### config.mk
export PLATFORM = sky130hd
export DESIGN_NAME = mem_port_arbiter_flat
export DESIGN_NICKNAME = d
export VERILOG_FILES = /design/src/rtl/mem_port_arbiter_pkg.sv /design/src/rtl/mem_port_arbiter_if.sv /design/src/rtl/mem_port_arbiter_wait_timer.sv /design/src/rtl/mem_port_arbiter.sv /design/src/flat_wrapper.sv
export SDC_FILE = /design/constraint.sdc
export NUM_CORES = 1
export LEC_CHECK = 0
export ABC_AREA = 0
export ABC_CLOCK_PERIOD_IN_PS = 2950
export BUFFER_PORTS_ARGS = -buffer_cell sky130_fd_sc_hd__clkbuf_2
export CORE_UTILIZATION = 49
export CTS_BUF_LIST = sky130_fd_sc_hd__clkbuf_8
export DETAILED_ROUTE_END_ITERATION = 8
export GPL_ROUTABILITY_DRIVEN = 0
export PLACE_DENSITY = 0.83
export SLEW_MARGIN = 40
export SYNTH_ARGS = -nofsm -noshare
export SYNTH_HDL_FRONTEND = slang
export SYNTH_HIERARCHICAL = 1
export SYNTH_SLANG_ARGS = --single-unit
### constraint.sdc
create_clock -name clk -period 2.95 [get_ports clk]
set_clock_uncertainty 0.2 [all_clocks]
set_input_delay 0.295 -clock clk [delete_from_list [all_inputs] [get_ports clk]]
set_output_delay 0.295 -clock clk [all_outputs]
set_load 0.05 [all_outputs]
### src/rtl/mem_port_arbiter_pkg.sv
// Shared definitions for the shared memory port arbiter: FSM state
// encodings, owner codes, timer width and the round-robin pick.
package mem_port_arbiter_pkg;

   typedef enum logic [1:0] {
      IDLE = 2'd0,
      BUSY = 2'd1,
      RESP = 2'd2
   } state_e;

   typedef enum logic {
      OWN_I = 1'b0,
      OWN_D = 1'b1
   } owner_e;

   localparam int unsigned TIMER_W = 8;

   // Single requester wins outright; a tie goes to whoever was not served last.
   function automatic owner_e pick_owner(input logic i_req, input logic d_req,
                                         input owner_e last_owner);
      if (i_req && d_req)
         return (last_owner == OWN_I) ? OWN_D : OWN_I;
      else if (d_req)
         return OWN_D;
      else
         return OWN_I;
   endfunction

endpackage

### src/rtl/mem_port_arbiter_if.sv
// Bundle of the fetch, data and memory-side handshake signals around the
// arbiter. slave = arbiter view, master = view of the surrounding logic.
interface mem_port_arbiter_if #(
   parameter int unsigned AW = 8,
   parameter int unsigned DW = 32
);
   logic          i_req;
   logic [AW-1:0] i_addr;
   logic          i_ack;
   logic [DW-1:0] i_rdata;

   logic          d_req;
   logic          d_we;
   logic [3:0]    d_wen;
   logic [AW-1:0] d_addr;
   logic [DW-1:0] d_wdata;
   logic          d_ack;
   logic [DW-1:0] d_rdata;

   logic          err;
   logic          busy;

   logic          m_req;
   logic          m_we;
   logic [3:0]    m_wen;
   logic [AW-1:0] m_addr;
   logic [DW-1:0] m_wdata;
   logic [DW-1:0] m_rdata;
   logic          m_ack;

   modport slave (
      input  i_req, i_addr, d_req, d_we, d_wen, d_addr, d_wdata, m_rdata, m_ack,
      output i_ack, i_rdata, d_ack, d_rdata, err, busy,
             m_req, m_we, m_wen, m_addr, m_wdata
   );

   modport master (
      output i_req, i_addr, d_req, d_we, d_wen, d_addr, d_wdata, m_rdata, m_ack,
      input  i_ack, i_rdata, d_ack, d_rdata, err, busy,
             m_req, m_we, m_wen, m_addr, m_wdata
   );
endinterface

### src/rtl/mem_port_arbiter_wait_timer.sv
// Wait counter for the BUSY state: cleared outside BUSY, counts cycles
// without m_ack, flags expiry when the count reaches WAIT_MAX.
module mem_wait_timer
   import mem_port_arbiter_pkg::*;
#(
   parameter int unsigned WAIT_MAX = 15
) (
   input  logic clk,
   input  logic rstd,
   input  logic clr,
   input  logic en,
   output logic expired
);

   logic [TIMER_W-1:0] cnt;

   assign expired = (cnt == TIMER_W'(WAIT_MAX));

   // Count enabled cycles, holding at the limit.
   always_ff @(posedge clk) begin
      if (rstd || clr)
         cnt <= '0;
      else if (en && !expired)
         cnt <= cnt + 1'b1;
   end

endmodule

### src/rtl/mem_port_arbiter.sv
// Round-robin arbiter and sequencer putting instruction fetch and data
// load/store onto one variable-latency memory port, with a wait-limit abort.
module mem_port_arbiter
   import mem_port_arbiter_pkg::*;
#(
   parameter int unsigned WAIT_MAX = 15
) (
   input logic                clk,
   input logic                rstd,
   mem_port_arbiter_if.slave  bus
);

   state_e state;
   owner_e owner;
   owner_e last_owner;
   owner_e grant;

   logic tmr_clr;
   logic tmr_en;
   logic tmr_expired;

   assign grant   = pick_owner(bus.i_req, bus.d_req, last_owner);
   assign tmr_clr = (state != BUSY);
   assign tmr_en  = (state == BUSY) && !bus.m_ack;

   mem_wait_timer #(
      .WAIT_MAX (WAIT_MAX)
   ) u_timer (
      .clk     (clk),
      .rstd    (rstd),
      .clr     (tmr_clr),
      .en      (tmr_en),
      .expired (tmr_expired)
   );

   // Sequencer: arbitrate in IDLE, hold the memory command in BUSY, pulse ack in RESP.
   always_ff @(posedge clk) begin
      if (rstd) begin
         state       <= IDLE;
         owner       <= OWN_I;
         last_owner  <= OWN_D;
         bus.i_ack   <= 1'b0;
         bus.i_rdata <= '0;
         bus.d_ack   <= 1'b0;
         bus.d_rdata <= '0;
         bus.err     <= 1'b0;
         bus.busy    <= 1'b0;
         bus.m_req   <= 1'b0;
         bus.m_we    <= 1'b0;
         bus.m_wen   <= '0;
         bus.m_addr  <= '0;
         bus.m_wdata <= '0;
      end else begin
         case (state)
            IDLE: begin
               if (bus.i_req || bus.d_req) begin
                  owner     <= grant;
                  state     <= BUSY;
                  bus.m_req <= 1'b1;
                  bus.busy  <= 1'b1;
                  if (grant == OWN_D) begin
                     bus.m_we    <= bus.d_we;
                     bus.m_wen   <= bus.d_we ? bus.d_wen : 4'b0000;
                     bus.m_addr  <= bus.d_addr;
                     bus.m_wdata <= bus.d_wdata;
                  end else begin
                     bus.m_we    <= 1'b0;
                     bus.m_wen   <= '0;
                     bus.m_addr  <= bus.i_addr;
                     bus.m_wdata <= '0;
                  end
               end
            end

            BUSY: begin
               // m_ack takes priority over expiry arriving in the same cycle.
               if (bus.m_ack || tmr_expired) begin
                  state     <= RESP;
                  bus.m_req <= 1'b0;
                  bus.err   <= !bus.m_ack;
                  if (owner == OWN_I) begin
                     bus.i_ack   <= 1'b1;
                     bus.i_rdata <= bus.m_ack ? bus.m_rdata : '0;
                  end else begin
                     bus.d_ack   <= 1'b1;
                     bus.d_rdata <= bus.m_ack ? bus.m_rdata : '0;
                  end
               end
            end

            RESP: begin
               bus.i_ack  <= 1'b0;
               bus.d_ack  <= 1'b0;
               bus.err    <= 1'b0;
               bus.busy   <= 1'b0;
               last_owner <= owner;
               state      <= IDLE;
            end

            default: begin
               state    <= IDLE;
               bus.busy <= 1'b0;
            end
         endcase
      end
   end

endmodule

### src/flat_wrapper.sv
// flat-port wrapper written by rule: the top's interface ports become plain ports
module mem_port_arbiter_flat import mem_port_arbiter_pkg::*;
#(
   parameter int unsigned WAIT_MAX = 15
)
  (clk, rstd, bus_i_req, bus_i_addr, bus_d_req, bus_d_we, bus_d_wen, bus_d_addr, bus_d_wdata, bus_m_rdata, bus_m_ack, bus_i_ack, bus_i_rdata, bus_d_ack, bus_d_rdata, bus_err, bus_busy, bus_m_req, bus_m_we, bus_m_wen, bus_m_addr, bus_m_wdata);
  mem_port_arbiter_if #(.AW(8), .DW(32)) bus_i ();
  input logic clk;
  input logic rstd;
  input wire logic [$bits(bus_i.i_req)-1:0] bus_i_req;
  input wire logic [$bits(bus_i.i_addr)-1:0] bus_i_addr;
  input wire logic [$bits(bus_i.d_req)-1:0] bus_d_req;
  input wire logic [$bits(bus_i.d_we)-1:0] bus_d_we;
  input wire logic [$bits(bus_i.d_wen)-1:0] bus_d_wen;
  input wire logic [$bits(bus_i.d_addr)-1:0] bus_d_addr;
  input wire logic [$bits(bus_i.d_wdata)-1:0] bus_d_wdata;
  input wire logic [$bits(bus_i.m_rdata)-1:0] bus_m_rdata;
  input wire logic [$bits(bus_i.m_ack)-1:0] bus_m_ack;
  output wire logic [$bits(bus_i.i_ack)-1:0] bus_i_ack;
  output wire logic [$bits(bus_i.i_rdata)-1:0] bus_i_rdata;
  output wire logic [$bits(bus_i.d_ack)-1:0] bus_d_ack;
  output wire logic [$bits(bus_i.d_rdata)-1:0] bus_d_rdata;
  output wire logic [$bits(bus_i.err)-1:0] bus_err;
  output wire logic [$bits(bus_i.busy)-1:0] bus_busy;
  output wire logic [$bits(bus_i.m_req)-1:0] bus_m_req;
  output wire logic [$bits(bus_i.m_we)-1:0] bus_m_we;
  output wire logic [$bits(bus_i.m_wen)-1:0] bus_m_wen;
  output wire logic [$bits(bus_i.m_addr)-1:0] bus_m_addr;
  output wire logic [$bits(bus_i.m_wdata)-1:0] bus_m_wdata;
  assign bus_i.i_req = bus_i_req;
  assign bus_i.i_addr = bus_i_addr;
  assign bus_i.d_req = bus_d_req;
  assign bus_i.d_we = bus_d_we;
  assign bus_i.d_wen = bus_d_wen;
  assign bus_i.d_addr = bus_d_addr;
  assign bus_i.d_wdata = bus_d_wdata;
  assign bus_i.m_rdata = bus_m_rdata;
  assign bus_i.m_ack = bus_m_ack;
  assign bus_i_ack = bus_i.i_ack;
  assign bus_i_rdata = bus_i.i_rdata;
  assign bus_d_ack = bus_i.d_ack;
  assign bus_d_rdata = bus_i.d_rdata;
  assign bus_err = bus_i.err;
  assign bus_busy = bus_i.busy;
  assign bus_m_req = bus_i.m_req;
  assign bus_m_we = bus_i.m_we;
  assign bus_m_wen = bus_i.m_wen;
  assign bus_m_addr = bus_i.m_addr;
  assign bus_m_wdata = bus_i.m_wdata;
  mem_port_arbiter #(.WAIT_MAX(WAIT_MAX)) u_core (.clk(clk), .rstd(rstd), .bus(bus_i));
endmodule
**Yosys cells after proc, flatten, opt, wreduce, memory -nomap -nowiden**

Cells that the tools add are included.

- Add/sub/neg operators: 1
- Reductions and logical operators: 20
- Muxes and demuxes: 24
- Equality and inequality tests: 8
- Bitwise logic cells: 2

Operators with widths:

| kind | number |
|---|---|
| 32-bit two-way mux | 2 |
| 3-bit AND reduction | 5 |
| 1-bit two-way mux | 11 |
| 1-bit case mux with 2 select lines | 5 |
| 8-bit by 1-bit adder with 8-bit output, second input constant | 1 |
| 8-bit by 4-bit equality test with 1-bit output, second input constant | 1 |
| 4-bit two-way mux | 2 |
| 8-bit two-way mux | 1 |
| 2-bit AND reduction | 4 |
| 2-bit by 1-bit inequality test with 1-bit output, second input constant | 3 |
| 2-bit two-way mux | 2 |
| 2-bit inequality test, second input constant | 2 |
| 2-bit case mux with 2 select lines | 1 |
| 2-bit nonzero test | 2 |
| 1-bit logical AND | 3 |
| 1-bit logical OR | 3 |
| 2-bit by 1-bit equality test with 1-bit output, second input constant | 1 |
| 2-bit equality test, second input constant | 1 |
| 1-bit logical NOT | 2 |
| 2-bit logical NOT | 1 |
| 1-bit inverter | 2 |

- Input port bits: 90
- Word-level logic and storage cells: 70
- Output and inout port bits: 114
- Bits in registers: 126

**Longest topological paths before layout**

- Word-level depth: 4
- Gate-level depth with buffers: 7
- Gate-level depth less buffers: 6

**Modules after synthesis**

Netlist, hierarchy kept.

By module, submodules not included:

| module | area each (µm²) | times used | sequential area each (µm²) | cells an instance |
|---|---|---|---|---|
| mem_port_arbiter | 4169.0 | 1 | 2362.3 | 401 |
| mem_wait_timer | 414.1 | 1 | 160.2 | 48 |

**Worst setup path before layout**

Ideal clock, no wire load.

- Path kind: register to register
- Start: reg u_core.state[1]
- End: reg u_core.u_timer.cnt[7]
- Clock period less this slack: 2117 ps
- Data required time: 2671 ps
- Setup time: 79 ps
- Cell stages (with the launch flop): 7
- Arrival: 1838 ps
- Path slack: 833 ps
- Buffers on the path: 0
- Cell sequence: dfxtp_1 inv_1 ha_1 nor2b_1 nand3_2 or4_4 a211oi_2

- Word-level cells in the longest chain between the ends: 3
- Elaborated cells between the ends (all ways): 5
- Those cells by class: eq/ne: 2; reduce/logical: 3

RTL lines:

| element | line | source |
|---|---|---|
| start, declared | mem_port_arbiter.sv:13 | `state_e state;` |
| start signal, assigned | mem_port_arbiter.sv:39 | `state <= IDLE;` |
| start signal, assigned | mem_port_arbiter.sv:58 | `state <= BUSY;` |
| start signal, assigned | mem_port_arbiter.sv:78 | `state <= RESP;` |
| 2-bit by 1-bit equality test with 1-bit output | mem_port_arbiter.sv:24 | `assign tmr_en = (state == BUSY) && !bus.m_ack;` |
| 1-bit logical AND | mem_port_arbiter.sv:24 |  |
| via u_core.tmr_en | mem_port_arbiter.sv:19 | `logic tmr_en;` |
| 1-bit logical AND | mem_port_arbiter_wait_timer.sv:23 | `else if (en && !expired)` |
| end signal, assigned | mem_port_arbiter_wait_timer.sv:24 | `cnt <= cnt + 1'b1;` |
| end, declared | mem_port_arbiter_wait_timer.sv:15 | `logic [TIMER_W-1:0] cnt;` |

The timed path passes the listed nets, and every way through them passes these cells.
A chain may end at the register's enable or synchronous reset.

**Worst setup path in the final report**

Ends and elaborated chain as after synthesis.

==> metrics.csv <==
metric,value,unit
period_minus_slack,2481,ps
slew_headroom,0.5436,
power-per-cell-area,759.5,mW/mm2
crit_fanout,9,
dr.first_iter.drc_count,294,
fin_tns_setup,0,ps
setup_ws,468.6,ps
drv_slew,0,
dr.pass1.iters,5,
cp.arrival,2610,ps
reg2reg_from,u_core/state[1]$_SDFFE_PP0P_,
dp_hpwl,8614,um
rsz0062_at_grt,no,
drc,0,
path_class,reg2reg,
ios,204,
first_global_vias,4806,
reg2reg_depth,6,
initial_core_util,0.5155,
synth.avg_cell_area,10.21,um2
critPathLaunchType,flip-flop,
numCtsBuffers,17,
irDropWorstVdd,0.5746,mV
ant_nets,0,
synthFlopType,dfxtp_1,
hold_depth,4,
grt_start_max_net_pins,38,
fp.dieW,98.71,um
hold_end,u_core/bus.m_req$_SDFFE_PP0P_,
period_share,0.8412,
place_ws,564.0,ps
yosys-mux-area-fraction,0.01310,
power,5279,uW
cts.path.max_buffers,2,
finalNetCount,831,
htree_levels,4,
cp.required,3080,ps
syn-num-nets,546,
ys_async_sr_fraction,0,
grt_pass1_wl,23270,um
cp-end-kind,flip-flop,
ys_seq_area_frac,0.5504,
synth_simple_gate_area_frac,0.1062,
synth_warnings,6,
syn-cell-area,0.004583,mm2
synth-edff-count,0,
post_cts_buffers,0,
synth_top_family_by_area,compound AO/OA/AOI/OAI gates,
cts_root_buffer,clkbuf_8,
grt_usage,0.3040,
rrSetupSlack,470,ps
clk_pin_slew,80,ps
cts_tree,built,
drt_wl_total,14980,um
synthAdderAreaFrac,0.01911,
hold_viol,0,
clk_latency,410,ps
syn_inst,449,
status,"complete, no violations",
dieArea,0.009744,mm2
fmax,0.4030,GHz
rows,34,
hp-start,bus_d_req,
avgViaCountPerCell,5.554,
hold_path_class,in2reg,
synth_xor_area_frac,0,
r2r-end,u_core/u_timer/cnt[7]$_SDFFE_PP0P_,
die_h,98.71,um
final_core_util,0.7817,
ys_ff_latch,126,
worstMarginPinSlew,683.6,ps
setup_viol,0,
core_area,0.008891,mm2
synthToLayoutAreaGrowth,51.65,%
port-buffer-count,203,
synth-compound-area-share,0.2692,
drive_above_1_share,0.3829,
drv_cap,0,
yosysUniqueCellTypes,43,
wl_per_cell,17.50,um
hold_ws,135.7,ps
vias,4754,
clock_sinks,126,
p_leak,0.003151,uW
post_cts_resized,0,
antenna_found_initial,1,
gr-total-overflow,0,
==> cell type report <==
cell class / count / area, um2
clock inverter: 14 / 181.4
fill: 532 / 1941
antenna: 1 / 2.502
clock buffer: 18 / 247.7
sequential: 126 / 2522
inverter: 5 / 18.77
multi-input combinational: 284 / 1878
timing repair buffer: 300 / 1964
tap: 108 / 135.1
==> placed cells by master (no fill, tap or decap), types with 2 or more instances in the layout <==
| cell type | synthesis | final |
|---|---|---|
| clkbuf_2 | 0 | 203 |
| dfxtp_1 | 126 | 126 |
| dlygate4sd3_1 | 0 | 88 |
| nand2_1 | 55 | 55 |
| a21oi_1 | 43 | 42 |
| o21ai_0 | 37 | 37 |
| a22o_1 | 35 | 35 |
| a22o_2 | 30 | 30 |
| clkbuf_8 | 0 | 18 |
| nor2_1 | 12 | 11 |
| buf_4 | 0 | 9 |
| a311oi_1 | 8 | 8 |
| nand2b_1 | 8 | 8 |
| ha_1 | 7 | 7 |
| mux2i_1 | 6 | 6 |
| inv_1 | 5 | 5 |
| clkinvlp_4 | 0 | 4 |
| inv_6 | 0 | 4 |
| a32o_1 | 4 | 4 |
| or3_1 | 4 | 4 |
| clkinv_4 | 0 | 3 |
| bufinv_16 | 0 | 3 |
| o21a_1 | 3 | 3 |
| a211oi_1 | 3 | 3 |
| nand3_1 | 3 | 3 |
| nor2b_1 | 2 | 2 |
| or2_2 | 2 | 2 |
| nor3_1 | 2 | 2 |
| nand4_1 | 2 | 2 |
==> Yosys cell counts (2+ instances only) <==
library cell | n | area share
or3_1 | 4 | 0.0055
o21a_1 | 3 | 0.0049
or2_2 | 2 | 0.0027
nand3_1 | 3 | 0.0033
a211oi_1 | 3 | 0.0049
a32o_1 | 4 | 0.0087
nor2b_1 | 2 | 0.0027
o21ai_0 | 37 | 0.040
ha_1 | 7 | 0.019
nand2_1 | 55 | 0.045
a311oi_1 | 8 | 0.015
buf_6 | 4 | 0.0098
inv_1 | 5 | 0.0041
a21oi_1 | 43 | 0.047
dfxtp_1 | 126 | 0.55
buf_1 | 2 | 0.0016
nor3_1 | 2 | 0.0022
nand4_1 | 2 | 0.0027
nor2_1 | 12 | 0.0098
mux2i_1 | 6 | 0.013
a22o_1 | 35 | 0.067
a22o_2 | 30 | 0.066
clkbuf_1 | 15 | 0.012
nand2b_1 | 8 | 0.011
buf_2 | 13 | 0.014
==> critical path: stages, from the launching register on <==
cell and delay [ps]:
dfxtp_1 350, inv_1 130, ha_1 340, nor2b_1 460
nand3_2 180, or4_4 510, a211oi_2 230
==> through the flow <==
step | area, um2 | cells
detailed placement | 5638 | 735
finish | 6950 | 856
global route | 6950 | 856
floorplan | 4583 | 449
CTS | 6948 | 855
global placement | 5638 | 735
==> state kept, by name, summed over array words and instances (netlist names) <==
signal / cells
u_core/bus.busy: 1
u_core/bus.d_ack: 1
u_core/bus.d_rdata: 32
u_core/bus.err: 1
u_core/bus.i_ack: 1
u_core/bus.i_rdata: 32
u_core/bus.m_addr: 8
u_core/bus.m_req: 1
u_core/bus.m_wdata: 32
u_core/bus.m_we: 1
u_core/bus.m_wen: 4
u_core/last_owner: 1
u_core/owner: 1
u_core/state: 2
u_core/u_timer/cnt: 8
==> cell families after synthesis <==
logic type,after synthesis
adders and majority gates,7
buffers and inverters,39
AOI/OAI and AO/OA,171
muxes,6
and+or+nand+nor,100
DFF,126
==> report_power, final <==
group,switching [uW],internal (uW),total (uW)
registers,124,1890,2010
clock network,728,873,1600
logic,1150,513,1670
==> timing repair <==
item / CTS / global route
hold buffers: 88 / 0
endpoints found under the setup margin: 0 / 0
hold endpoints to repair: 109 / 0
==> how the worst max path moves through the flow <==
stage / slack (ps) / end / from / depth (start not counted)
final: 470 / u_core/u_timer/cnt[7]$_SDFFE_PP0P_ / u_core/state[1]$_SDFFE_PP0P_ / 6
after global routing: 360 / u_core/u_timer/cnt[7]$_SDFFE_PP0P_ / u_core/state[1]$_SDFFE_PP0P_ / 6
after CTS: 500 / u_core/u_timer/cnt[7]$_SDFFE_PP0P_ / u_core/state[1]$_SDFFE_PP0P_ / 6
after detailed placement: 560 / u_core/u_timer/cnt[7]$_SDFFE_PP0P_ / u_core/state[1]$_SDFFE_PP0P_ / 6
after global placement: 700 / u_core/u_timer/cnt[7]$_SDFFE_PP0P_ / u_core/state[1]$_SDFFE_PP0P_ / 6
after floorplan: 830 / u_core/u_timer/cnt[7]$_SDFFE_PP0P_ / u_core/state[1]$_SDFFE_PP0P_ / 6
==> routing by layer <==
| metal | vias to the layer above | global-route usage | share of wire |
|---|---|---|---|
| met2 | 254 | 0.5547 | 0.53 |
| met3 | 42 | 0.07518 | 0.069 |
| met4 | 0 | 0.1607 | 0.030 |
| li1 | 2210 | - | - |
| met5 | - | 0 | 0 |
| met1 | 2248 | 0.3237 | 0.37 |
Note: power is estimated with default switching activity, not from simulation.
